$ cat src/rtl/alu_arbiter.sv
// alu_arbiter: round-robin sharing of one combinational ALU among NUM_REQ valid/ready requesters
// Ports: req_valid/req_ready/req_a/req_b/req_op per-requester operations with one-hot grant;
// rsp_* tagged response with back-pressure; alu_* drive and return of the external ALU;
// ops_done counts completed response handshakes (wraps at 16 bits).
module alu_arbiter #(
  parameter int NUM_REQ = 4,
  parameter int ID_W = 2
) (
  input  logic                   clk,
  input  logic                   rst_n,
  input  logic [NUM_REQ-1:0]     req_valid,
  output logic [NUM_REQ-1:0]     req_ready,
  input  logic [NUM_REQ*32-1:0]  req_a,
  input  logic [NUM_REQ*32-1:0]  req_b,
  input  logic [NUM_REQ*3-1:0]   req_op,
  output logic                   rsp_valid,
  input  logic                   rsp_ready,
  output logic [ID_W-1:0]        rsp_id,
  output logic [31:0]            rsp_result,
  output logic                   rsp_zero,
  output logic                   rsp_err,
  output logic [31:0]            alu_src_a,
  output logic [31:0]            alu_src_b,
  output logic [2:0]             alu_ctrl,
  input  logic [31:0]            alu_result,
  input  logic                   alu_zero,
  output logic [15:0]            ops_done
);
  typedef enum logic [1:0] {IDLE, EXEC, RESP} state_t;
  state_t state, state_nx;
  logic [ID_W-1:0] rr_ptr, win, cur_id;
  logic found, ill;
  // scanning from the farthest offset down lets the nearest valid requester at or after rr_ptr win
  always_comb begin
    win = rr_ptr;
    found = 1'b0;
    for (int k = NUM_REQ - 1; k >= 0; k--) begin
      if (req_valid[(int'(rr_ptr) + k) % NUM_REQ]) begin
        win = ID_W'((int'(rr_ptr) + k) % NUM_REQ);
        found = 1'b1;
      end
    end
  end
  assign ill = alu_ctrl inside {3'b011, 3'b100, 3'b101};
  always_comb begin
    state_nx = state;
    req_ready = (state == IDLE && found) ? NUM_REQ'(1) << win : '0;
    rsp_valid = state == RESP;
    if (state == IDLE && found) state_nx = EXEC;
    else if (state == EXEC) state_nx = RESP;
    else if (state == RESP && rsp_ready) state_nx = IDLE;
  end
  always_ff @(posedge clk or negedge rst_n) begin
    if (!rst_n) begin
      state <= IDLE;
      rr_ptr <= '0;
      cur_id <= '0;
      alu_src_a <= '0;
      alu_src_b <= '0;
      alu_ctrl <= '0;
      rsp_id <= '0;
      rsp_result <= '0;
      rsp_zero <= 1'b0;
      rsp_err <= 1'b0;
      ops_done <= '0;
    end else begin
      state <= state_nx;
      if (state == IDLE && found) begin
        alu_src_a <= req_a[32*win +: 32];
        alu_src_b <= req_b[32*win +: 32];
        alu_ctrl <= req_op[3*win +: 3];
        cur_id <= win;
        rr_ptr <= (win == ID_W'(NUM_REQ - 1)) ? '0 : win + 1'b1;
      end
      if (state == EXEC) begin
        rsp_id <= cur_id;
        rsp_result <= ill ? 32'd0 : alu_result;
        rsp_zero <= ill ? 1'b0 : alu_zero;
        rsp_err <= ill;
      end
      if (state == RESP && rsp_ready) ops_done <= ops_done + 16'd1;
    end
  end
endmodule
$ cat config.mk
export PLATFORM = sky130hd
export DESIGN_NAME = alu_arbiter
export DESIGN_NICKNAME = d
export VERILOG_FILES = /design/src/rtl/alu_arbiter.sv
export SDC_FILE = /design/constraint.sdc
export NUM_CORES = 1
export LEC_CHECK = 0
export ABC_AREA = 1
export BUFFER_PORTS_ARGS = -buffer_cell sky130_fd_sc_hd__buf_4
export CAP_MARGIN = 15
export CORE_AREA = 2 2 167 169
export CTS_CLUSTER_SIZE = 25
export DETAILED_ROUTE_END_ITERATION = 16
export DIE_AREA = 0 0 169 171
export GPL_ROUTABILITY_DRIVEN = 0
export GPL_TIMING_DRIVEN = 0
export SLEW_MARGIN = 15
export SYNTH_ARGS = -nofsm -noshare
export SYNTH_HDL_FRONTEND = slang
export SYNTH_SLANG_ARGS = --single-unit
$ cat constraint.sdc
create_clock -name clk -period 3.43 [get_ports clk]
set_input_delay 1.029 -clock clk [delete_from_list [all_inputs] [get_ports clk]]
set_output_delay 1.029 -clock clk [all_outputs]
set_load 0.03 [all_outputs]
# After elaboration in Yosys (flattened, before gate mapping)
# Cells that the tools add are included.
[word_totals]
input_bits = 308
wordCells = 68
reg_bits = 125
out_inout_bits = 124
[classes]
shifts = 4
n_bitwise = 3
n_addsub = 5
n_mul = 1
n_mux = 26
n_reduce_logical = 8
n_eq_ne = 6
magnitude_cmp = 4
[ops]
columns = ["cell", "count"]
rows = [
  ["128-bit by 8-bit indexed part select with 32-bit output", 2],
  ["32-bit 2-to-1 mux", 1],
  ["16-bit by 1-bit adder with 16-bit output (second input constant)", 1],
  ["2-bit 2-to-1 mux", 8],
  ["3-bit by 4-bit < comparator with 1-bit output (second input constant)", 3],
  ["1-bit 2-to-1 mux", 12],
  ["12-bit by 5-bit indexed part select with 3-bit output", 1],
  ["1-bit binary-select mux with 2-bit select", 4],
  ["3-bit equality test (second input constant)", 2],
  ["3-bit nonzero test", 2],
  ["2-bit OR reduction", 3],
  ["2-bit by 1-bit adder with 2-bit output (second input constant)", 2],
  ["2-bit adder (second input constant)", 2],
  ["2-bit equality test (second input constant)", 2],
  ["2-bit by 2-bit multiplier with 4-bit output (first input constant)", 1],
  ["4-bit 2-to-1 mux", 1],
  ["1-bit by 2-bit left shift with 4-bit output (first input constant)", 1],
  ["1-bit AND (first input constant)", 3],
  ["3-bit by 2-bit equality test with 1-bit output (second input constant)", 1],
  ["2-bit by 3-bit < comparator with 1-bit output (second input constant)", 1],
  ["2-bit by 1-bit equality test with 1-bit output (second input constant)", 1],
  ["1-bit logical AND", 2],
  ["2-bit logical NOT", 1],
]

# Depth between registers and ports, before layout
# Gate-level depths: netlist of the first run.
[depth]
ltp_word = 12
ltp_mapped = 16
ltp_nobuf = 14

# Worst setup path after synthesis of the first run
# OpenSTA, ideal clock, no wires.
[synth_path]
path_kind = "input to output"
start = "in req_valid[1]"
end = "out req_ready[0]"
n_path_buf = 1
path_slack_ns = -0.134
arrival_ns = 2.535
stages = 11
required_time_ns = 2.401
path_cell_list = "inv_1 -> nand2_1 -> nand3_1 -> nand2_1 -> inv_2 -> a31oi_4 -> inv_2 -> buf_2 -> nor2_1 -> inv_1 -> nor2_1"
[synth_between]
elab_chain_len = 9
word_cells_on_any_way = 22
classes_between = "1 x shift; 20 x mux; 1 x reduce/logical"
[synth_lines]
columns = ["item", "line_no", "text"]
rows = [
  ["from (decl)", "11", "input logic [NUM_REQ-1:0] req_valid,"],
  ["1-bit binary-select mux with 2-bit select", "38", "if (req_valid[(int'(rr_ptr) + k) % NUM_REQ]) begin"],
  ["1-bit 2-to-1 mux (implied by the code) (2 in a row)", "38", ""],
  ["2-bit 2-to-1 mux / 1-bit 2-to-1 mux (equally long branches) (4 in a row)", "38", ""],
  ["1-bit by 2-bit left shift with 4-bit output / 1-bit logical AND (equally long branches)", "47", "req_ready = (state == IDLE && found) ? NUM_REQ'(1) << win : '0;"],
  ["4-bit 2-to-1 mux *", "47", ""],
  ["to (decl)", "12", "output logic [NUM_REQ-1:0] req_ready,"],
]
# Every way passes the cells marked *; elsewhere a longest branch is shown, timed or not. The select of a mux whose other input is x is not followed.

# Worst setup path in the final report of the first run
[layout_path]
start = "in req_valid[0]"
end = "out req_ready[0]"
# The elaborated chain is that of the path after synthesis.

==> impl_metrics.csv, run 1 <==
group,metric,value,unit
clock_network,cts_root_buffer,"sky130_fd_sc_hd__clkbuf_16",
clock_network,path_clk_slew,70,ps
route,drt_drc_violations_left,0,
clock_network,cts-root-to-sink-buffers,2,
route,route.vias.total,9044,
synthesis,synth_register_bits,125,
floorplanning,placement_rows,61,
floorplanning,die-width,169,microns
route,drt_first_pass_iters,7,
status,outcome,"finished, final reports clean",
pwr,power_per_cell_area,329,nW/um^2
placement,portBuffers,431,
placement,dp_hpwl,27.2,mm
sta,finClkSkew,12.7,ps
final_layout,share_of_final_layout_standard_cells_stronger_than_drive_strength_1,0.393,
sta,maxSlewViolCount,0,
floorplanning,fp.dieArea,28900,sq um
synthesis,dominant_combinational_cell_family_by_area_after_synthesis,"simple AND/OR/NAND/NOR gates",
synthesis,synth.top_cell.area_share,0.429,
final_layout,filler_cell_count,2832,
sta,period_minus_slack,3410,ps
clock_network,cts_htree_levels,4,
final_layout,area.growth.synth_to_final,64.2,%
synthesis,post_synth.cell_area_avg,7.45,sq um
synthesis,synth_mux_area_frac,0,
route,routed_wire_length_per_instance,19.8,microns
worst_setup_path,worst-setup-path-type,"in -> out",
synthesis,synth_enable_flop_cells,0,
global_route,grtUsageTotal,0.238,
route,wl,35.7,mm
global_route,antenna_found_initial,0,
clock_network,worst_skew_pair.late_latency,420,ps
route,detail-route-antenna-nets,0,
sta,rsz0062_at_grt,"yes",
synthesis,postSynthCellCount,979,
sta,worst_slew_pin_slew,684,ps
synthesis,synth.yosys.seq_area_share,0.429,
floorplanning,initial_utilization,0.267,
floorplanning,core_area,27300,sq um
sta,timing.final.crit_share,0.994,
global_route,first_global_vias,8877,
sta,fmax,0.293,GHz
synthesis,synthesis.area,7300,sq um
sta,setup_viol,0,
floorplanning,floorplan.io_pins,432,
sta,hold_violations,0,
pwr,vdd_ir_drop_max,0.245,mV
synthesis,syn_nets,1288,
final_layout,final_core_utilization,0.439,
worst_setup_path,critPathLaunchType,"input port",
final_layout,num_antenna_cells,0,
worst_setup_path,timing.critical_path.to_type,"output pin",
global_route,pin_count_of_the_biggest_net_entering_global_routing,80,
global_route,overflow,0,
flow_run,maxCapViolCount,0,
floorplanning,die_y,171,microns
global_route,grt_first_pass_wirelength,51.9,mm
synthesis,most_used_flip_flop_cell_after_synthesis,"sky130_fd_sc_hd__dfrtp_1",
clock_network,tritoncts_num_sinks,125,
min_path,holdCritPathClass,"reg -> reg",
sta,slew-limit-headroom,0.544,
synthesis,synth.largest_area_cell,"sky130_fd_sc_hd__dfrtp_1",
synthesis,post_synth_fa_ha_maj_area_fraction,0.00171,
synthesis,post_synth_xor_area_fraction,0.0168,
worst_setup_path,worst-endpoint-required,2400,ps
synthesis,post_synth_num_cell_types,27,
worst_setup_path,critPathArrivalTime,2380,ps
route,dr.first_iter.drc_count,529,
worst_setup_path,crit_path_max_fanout,3,
synthesis,ys_top_cells_by_area,"sky130_fd_sc_hd__dfrtp_1, sky130_fd_sc_hd__nand3_1, sky130_fd_sc_hd__nand2_1",
synthesis,synth_compound_area_frac,0.0532,
synthesis,netlist_top_cells_count,"sky130_fd_sc_hd__nand3_1, sky130_fd_sc_hd__nand2_1, sky130_fd_sc_hd__dfrtp_1, sky130_fd_sc_hd__clkbuf_1, sky130_fd_sc_hd__a22o_1",
final_layout,finish.net_count,1759,
synthesis,yosys.cell_count.top_type,"sky130_fd_sc_hd__nand3_1",
clock_network,numCtsBuffers,17,
synthesis,synth_simple_gate_area_share,0.428,
clock_network,cts.hold.buffers_added,0,
pwr,leakage_power_of_the_design,6.41,nW
clock_network,cts_tree,"built",
sta,final.setup.tns,0,ps
synthesis,ys_async_sr_fraction,1.00,
synthesis,synth.yosys.warnings,0,
route,route.detailed.vias_per_inst,5.00,
## routing by layer
| metal | vias to the layer above | track usage | share of wire |
|---|---|---|---|
| met5 | - | 0 | 0 |
| met1 | 4249 | 0.288 | 0.40 |
| met3 | 49 | 0.0548 | 0.077 |
| met2 | 425 | 0.415 | 0.49 |
| met4 | 0 | 0.0836 | 0.027 |
| li1 | 4321 | - | - |
## layout by cell type (no fill, tap or decap), types with 3 or more instances in the layout
cell type	count
sky130_fd_sc_hd__buf_4	456
sky130_fd_sc_hd__buf_6	10
sky130_fd_sc_hd__clkbuf_1	34
sky130_fd_sc_hd__o21ai_0	8
sky130_fd_sc_hd__nor2_1	12
sky130_fd_sc_hd__a22o_1	33
sky130_fd_sc_hd__xor2_1	5
sky130_fd_sc_hd__nand2_4	5
sky130_fd_sc_hd__clkbuf_16	17
sky130_fd_sc_hd__nand2_2	10
sky130_fd_sc_hd__inv_1	10
sky130_fd_sc_hd__clkinvlp_4	5
sky130_fd_sc_hd__xnor2_1	9
sky130_fd_sc_hd__nand3_4	3
sky130_fd_sc_hd__inv_8	4
sky130_fd_sc_hd__buf_2	25
sky130_fd_sc_hd__dfrtp_1	124
sky130_fd_sc_hd__nand2_1	231
sky130_fd_sc_hd__nand2_8	3
sky130_fd_sc_hd__nand3_2	4
sky130_fd_sc_hd__buf_1	5
sky130_fd_sc_hd__nand3_1	411
sky130_fd_sc_hd__inv_6	5
sky130_fd_sc_hd__inv_2	9
sky130_fd_sc_hd__buf_12	4
## flip-flops by register name (all words and copies together) (netlist names)
signal	flops
alu_src_a	32
state	2
rsp_zero	1
rsp_result	32
rr_ptr	2
rsp_id	2
cur_id	2
alu_ctrl	3
ops_done	16
alu_src_b	32
rsp_err	1
## path summary, 6_finish.rpt
check / from / to / slack, ps / depth (start not counted)
worst min-delay path: alu_src_a[7]$_DFFE_PN0P_ / alu_src_a[7]$_DFFE_PN0P_ / 480 / 2
worst max-delay path: req_valid[0] / req_ready[0] / 20 / 13
min in group asynchronous: rst_n / alu_src_b[17]$_DFFE_PN0P_ / 490 / 1
worst max register to register: rr_ptr[0]$_DFFE_PN0P_ / alu_src_a[2]$_DFFE_PN0P_ / 840 / 14
max in group asynchronous: rst_n / rr_ptr[1]$_DFFE_PN0P_ / 2140 / 2
worst min register to register: alu_src_a[7]$_DFFE_PN0P_ / alu_src_a[7]$_DFFE_PN0P_ / 480 / 2
## layout make-up
class,count,area (sq um),area share
Buffer,81,437,0.0364
Clock buffer,17,425,0.0355
Clock inverter,15,143,0.0119
Inverter,24,113,0.00940
Multi-Input combinational cell,745,3800,0.317
Sequential cell,125,3130,0.261
Tap cell,346,433,0.0361
Timing Repair Buffer,456,3510,0.293
## through the flow
step / setup slack (ps) / hold slack, ps / instance area, sq um / power, W / cells
after global placement: -793 / 463 / 11000 / 0.00215 / 1756
after floorplan: -5.56 / 474 / 7300 / 0.00176 / 979
final: 21.8 / 481 / 12000 / 0.00395 / 1809
after detailed placement: -822 / 468 / 11000 / 0.00216 / 1757
after global routing: -48.5 / 507 / 12000 / 0.00412 / 1809
after CTS: -13.8 / 486 / 11800 / 0.00398 / 1796
## report_power, final
group	internal [W]	switching, W
combinational	0.000363	0.000329
clock	0.000961	0.000820
sequential	0.00147	0
total	0.00280	0.00115
## worst max-delay path, cell delays in order
cell,delay [ps]
sky130_fd_sc_hd__buf_4,90
sky130_fd_sc_hd__inv_2,40
sky130_fd_sc_hd__nand2_4,80
sky130_fd_sc_hd__nand3_2,90
sky130_fd_sc_hd__nand2_2,110
sky130_fd_sc_hd__clkinv_4,70
sky130_fd_sc_hd__a31oi_4,250
sky130_fd_sc_hd__buf_12,140
sky130_fd_sc_hd__inv_4,60
sky130_fd_sc_hd__nor2_4,110
sky130_fd_sc_hd__inv_2,50
sky130_fd_sc_hd__nor2_2,100
sky130_fd_sc_hd__buf_6,140
## kinds of logic (layout without fill, tap and decap cells)
kind of cell	after synthesis	after routing
simple gates	682	682
flops	125	125
compound gates	48	48
xor+xnor	14	14
buf+inv	109	593
fa+ha+maj	1	1
## repair_timing
action                     in CTS  in global routing
hold endpoints to repair        0                  0
gates resized for setup        46                 27
setup buffers                   9                 15
pin swaps                       9                 18
setup endpoints to repair       4                  4
No activity file was read; power rests on OpenSTA's default activity.
==> run 2: changes to the inputs <==
==> constraint.sdc (replaced) <==
create_clock -name clk -period 3.43 [get_ports clk]
set_input_delay 1.029 -clock clk [delete_from_list [all_inputs] [get_ports clk]]
set_output_delay 1.029 -clock clk [all_outputs]
set_load 0.05 [all_outputs]
==> impl_metrics.csv, run 2 (synthesis results as in run 1) <==
group,metric,value,unit
sta,worst_slew_pin_slew,761,ps
sta,setup_viol,1,
sta,maxSlewViolCount,0,
clock_network,worst_skew_pair.late_latency,430,ps
floorplanning,core_area,27300,sq um
pwr,vdd_ir_drop_max,0.252,mV
final_layout,share_of_final_layout_standard_cells_stronger_than_drive_strength_1,0.396,
global_route,pin_count_of_the_biggest_net_entering_global_routing,81,
floorplanning,die_y,171,microns
clock_network,cts_tree,"built",
pwr,post-layout-total-power,0.00395,W
route,drt_first_pass_iters,5,
worst_setup_path,timing.critical_path.to_type,"output pin",
final_layout,area.growth.synth_to_final,64.7,%
final_layout,layout_top_registers,"alu_src_a x32, alu_src_b x32, rsp_result x32",
placement,dp_hpwl,26.9,mm
min_path,holdCritPathClass,"reg -> reg",
worst_setup_path,r2r_cells,24,
floorplanning,floorplan.io_pins,432,
pwr,leakage_power_of_the_design,6.43,nW
route,detail-route-antenna-nets,0,
flow_run,maxCapViolCount,0,
route,dr.first_iter.drc_count,493,
final_layout,num_antenna_cells,0,
floorplanning,initial_utilization,0.267,
worst_setup_path,worst-setup-path-type,"in -> out",
clock_network,cts-root-to-sink-buffers,2,
clock_network,numCtsBuffers,17,
worst_setup_path,reg2reg_from,"rr_ptr[0]$_DFFE_PN0P_",
worst_setup_path,critPathLaunchType,"input port",
worst_setup_path,crit_path_max_fanout,4,
placement,portBuffers,431,
worst_setup_path,worst_setup_path_endpoint,"req_ready[0]",
floorplanning,fp.dieArea,28900,sq um
sta,slew-limit-headroom,0.493,
sta,finClkSkew,16.8,ps
placement,postPlaceCellArea,11000,sq um
sta,timing.final.crit_share,1.00,
worst_setup_path,critPathArrivalTime,2400,ps
route,routed_wire_length_per_instance,19.6,microns
worst_setup_path,startpoint,"req_valid[2]",
final_layout,layout.cells.non_filler,1815,
worst_setup_path,r2r_end,"rr_ptr[0]$_DFFE_PN0P_",
clock_network,tritoncts_num_sinks,125,
final_layout,final_cell_mix,"sky130_fd_sc_hd__buf_4, sky130_fd_sc_hd__nand3_1, sky130_fd_sc_hd__nand2_1",
route,route.vias.total,9106,
route,route.detailed.vias_per_inst,5.02,
sta,rsz0062_at_grt,"yes",
final_layout,filler_cell_count,2814,
worst_setup_path,worst-endpoint-required,2400,ps
final_layout,final_cell_area,12000,sq um
route,wl,35.5,mm
status,failed_checks,"negative setup slack",
floorplanning,die-width,169,microns
clock_network,path_clk_slew,70,ps
clock_network,cts_htree_levels,4,
final_layout,final_core_utilization,0.440,
pwr,power_per_cell_area,329,nW/um^2
clock_network,cts_root_buffer,"sky130_fd_sc_hd__clkbuf_16",
final_layout,layout.cells.most_common,"sky130_fd_sc_hd__buf_4",
global_route,grtUsageTotal,0.238,
route,drt_drc_violations_left,0,
floorplanning,placement_rows,61,
global_route,first_global_vias,8902,
sta,worst_slack,-3.01,ps
placement,place.detailed.instances,1757,
sta,hold_violations,0,
sta,fmax,0.291,GHz
status,outcome,"finished with violations",
global_route,overflow,0,
global_route,grt_first_pass_wirelength,51.8,mm
global_route,antenna_found_initial,0,
worst_setup_path,ff2ff_setup_slack,90,ps
sta,period_minus_slack,3430,ps
final_layout,finish.net_count,1765,
==> run 2: cell type report <==
class                           instances  area, sq um  area share
Inverter                               24          116     0.00968
Sequential cell                       125         3130       0.260
Clock buffer                           17          425      0.0354
Tap cell                              346          433      0.0360
Timing Repair Buffer                  462         3540       0.294
Multi-Input combinational cell        745         3800       0.316
Buffer                                 81          442      0.0367
Clock inverter                         15          140      0.0117
==> run 2: metrics by stage <==
stage / hold slack [ps] / setup slack (ps) / setup TNS (ps)
global route: 501 / -102 / -429
CTS: 480 / -95.1 / -291
detailed placement: 466 / -860 / -2870
global placement: 460 / -893 / -2920
floorplan: 474 / -155 / -155
finish: 479 / -3.01 / -3.01
==> run 2: power breakdown <==
group          leakage, nW  switching (W)  internal, W  total (W)
sequential            1.72              0      0.00147    0.00147
clock                0.271       0.000825     0.000964    0.00179
combinational         4.44       0.000327     0.000360   0.000687
==> run 2: worst min path at each step <==
stage / startpoint / endpoint / cells past startpoint / slack (ps)
2_1_floorplan: state[0]$_DFFE_PN0P_ / state[1]$_DFFE_PN0P_ / 2 / 470
3_3_place_gp: ops_done[15]$_DFFE_PN0P_ / ops_done[15]$_DFFE_PN0P_ / 1 / 460
3_5_place_dp: alu_src_b[29]$_DFFE_PN0P_ / alu_src_b[29]$_DFFE_PN0P_ / 2 / 470
4_1_cts: ops_done[15]$_DFFE_PN0P_ / ops_done[15]$_DFFE_PN0P_ / 1 / 480
5_1_grt: alu_src_a[11]$_DFFE_PN0P_ / alu_src_a[11]$_DFFE_PN0P_ / 2 / 500
6_report: ops_done[15]$_DFFE_PN0P_ / ops_done[15]$_DFFE_PN0P_ / 1 / 480
==> run 2: per-layer routing <==
layer | up-vias | share of wire | wire length (microns) | GRT usage
li1 | 4328 | - | - | -
met1 | 4294 | 0.40 | 14300 | 0.288
met2 | 429 | 0.49 | 17400 | 0.414
met3 | 55 | 0.081 | 2870 | 0.0567
met4 | 0 | 0.028 | 995 | 0.0829
met5 | - | 0 | 0 | 0
==> run 2: timing repair <==
| action | CTS | global route |
|---|---|---|
| setup endpoints to repair | 4 | 5 |
| hold buffers | 0 | 0 |
| buffers inserted | 26 | 4 |
| pin swaps | 9 | 15 |
| resized for setup | 38 | 36 |
==> run 2: worst max-delay path, stage by stage <==
cell and delay, ps:
sky130_fd_sc_hd__buf_4 90, sky130_fd_sc_hd__inv_2 30, sky130_fd_sc_hd__nand2_2 80, sky130_fd_sc_hd__nand3_2 90, sky130_fd_sc_hd__nand2_1 100, sky130_fd_sc_hd__inv_2 80, sky130_fd_sc_hd__a31oi_4 300, sky130_fd_sc_hd__inv_4 90
sky130_fd_sc_hd__nor2_4 160, sky130_fd_sc_hd__inv_2 70, sky130_fd_sc_hd__nor2_4 110, sky130_fd_sc_hd__buf_6 170
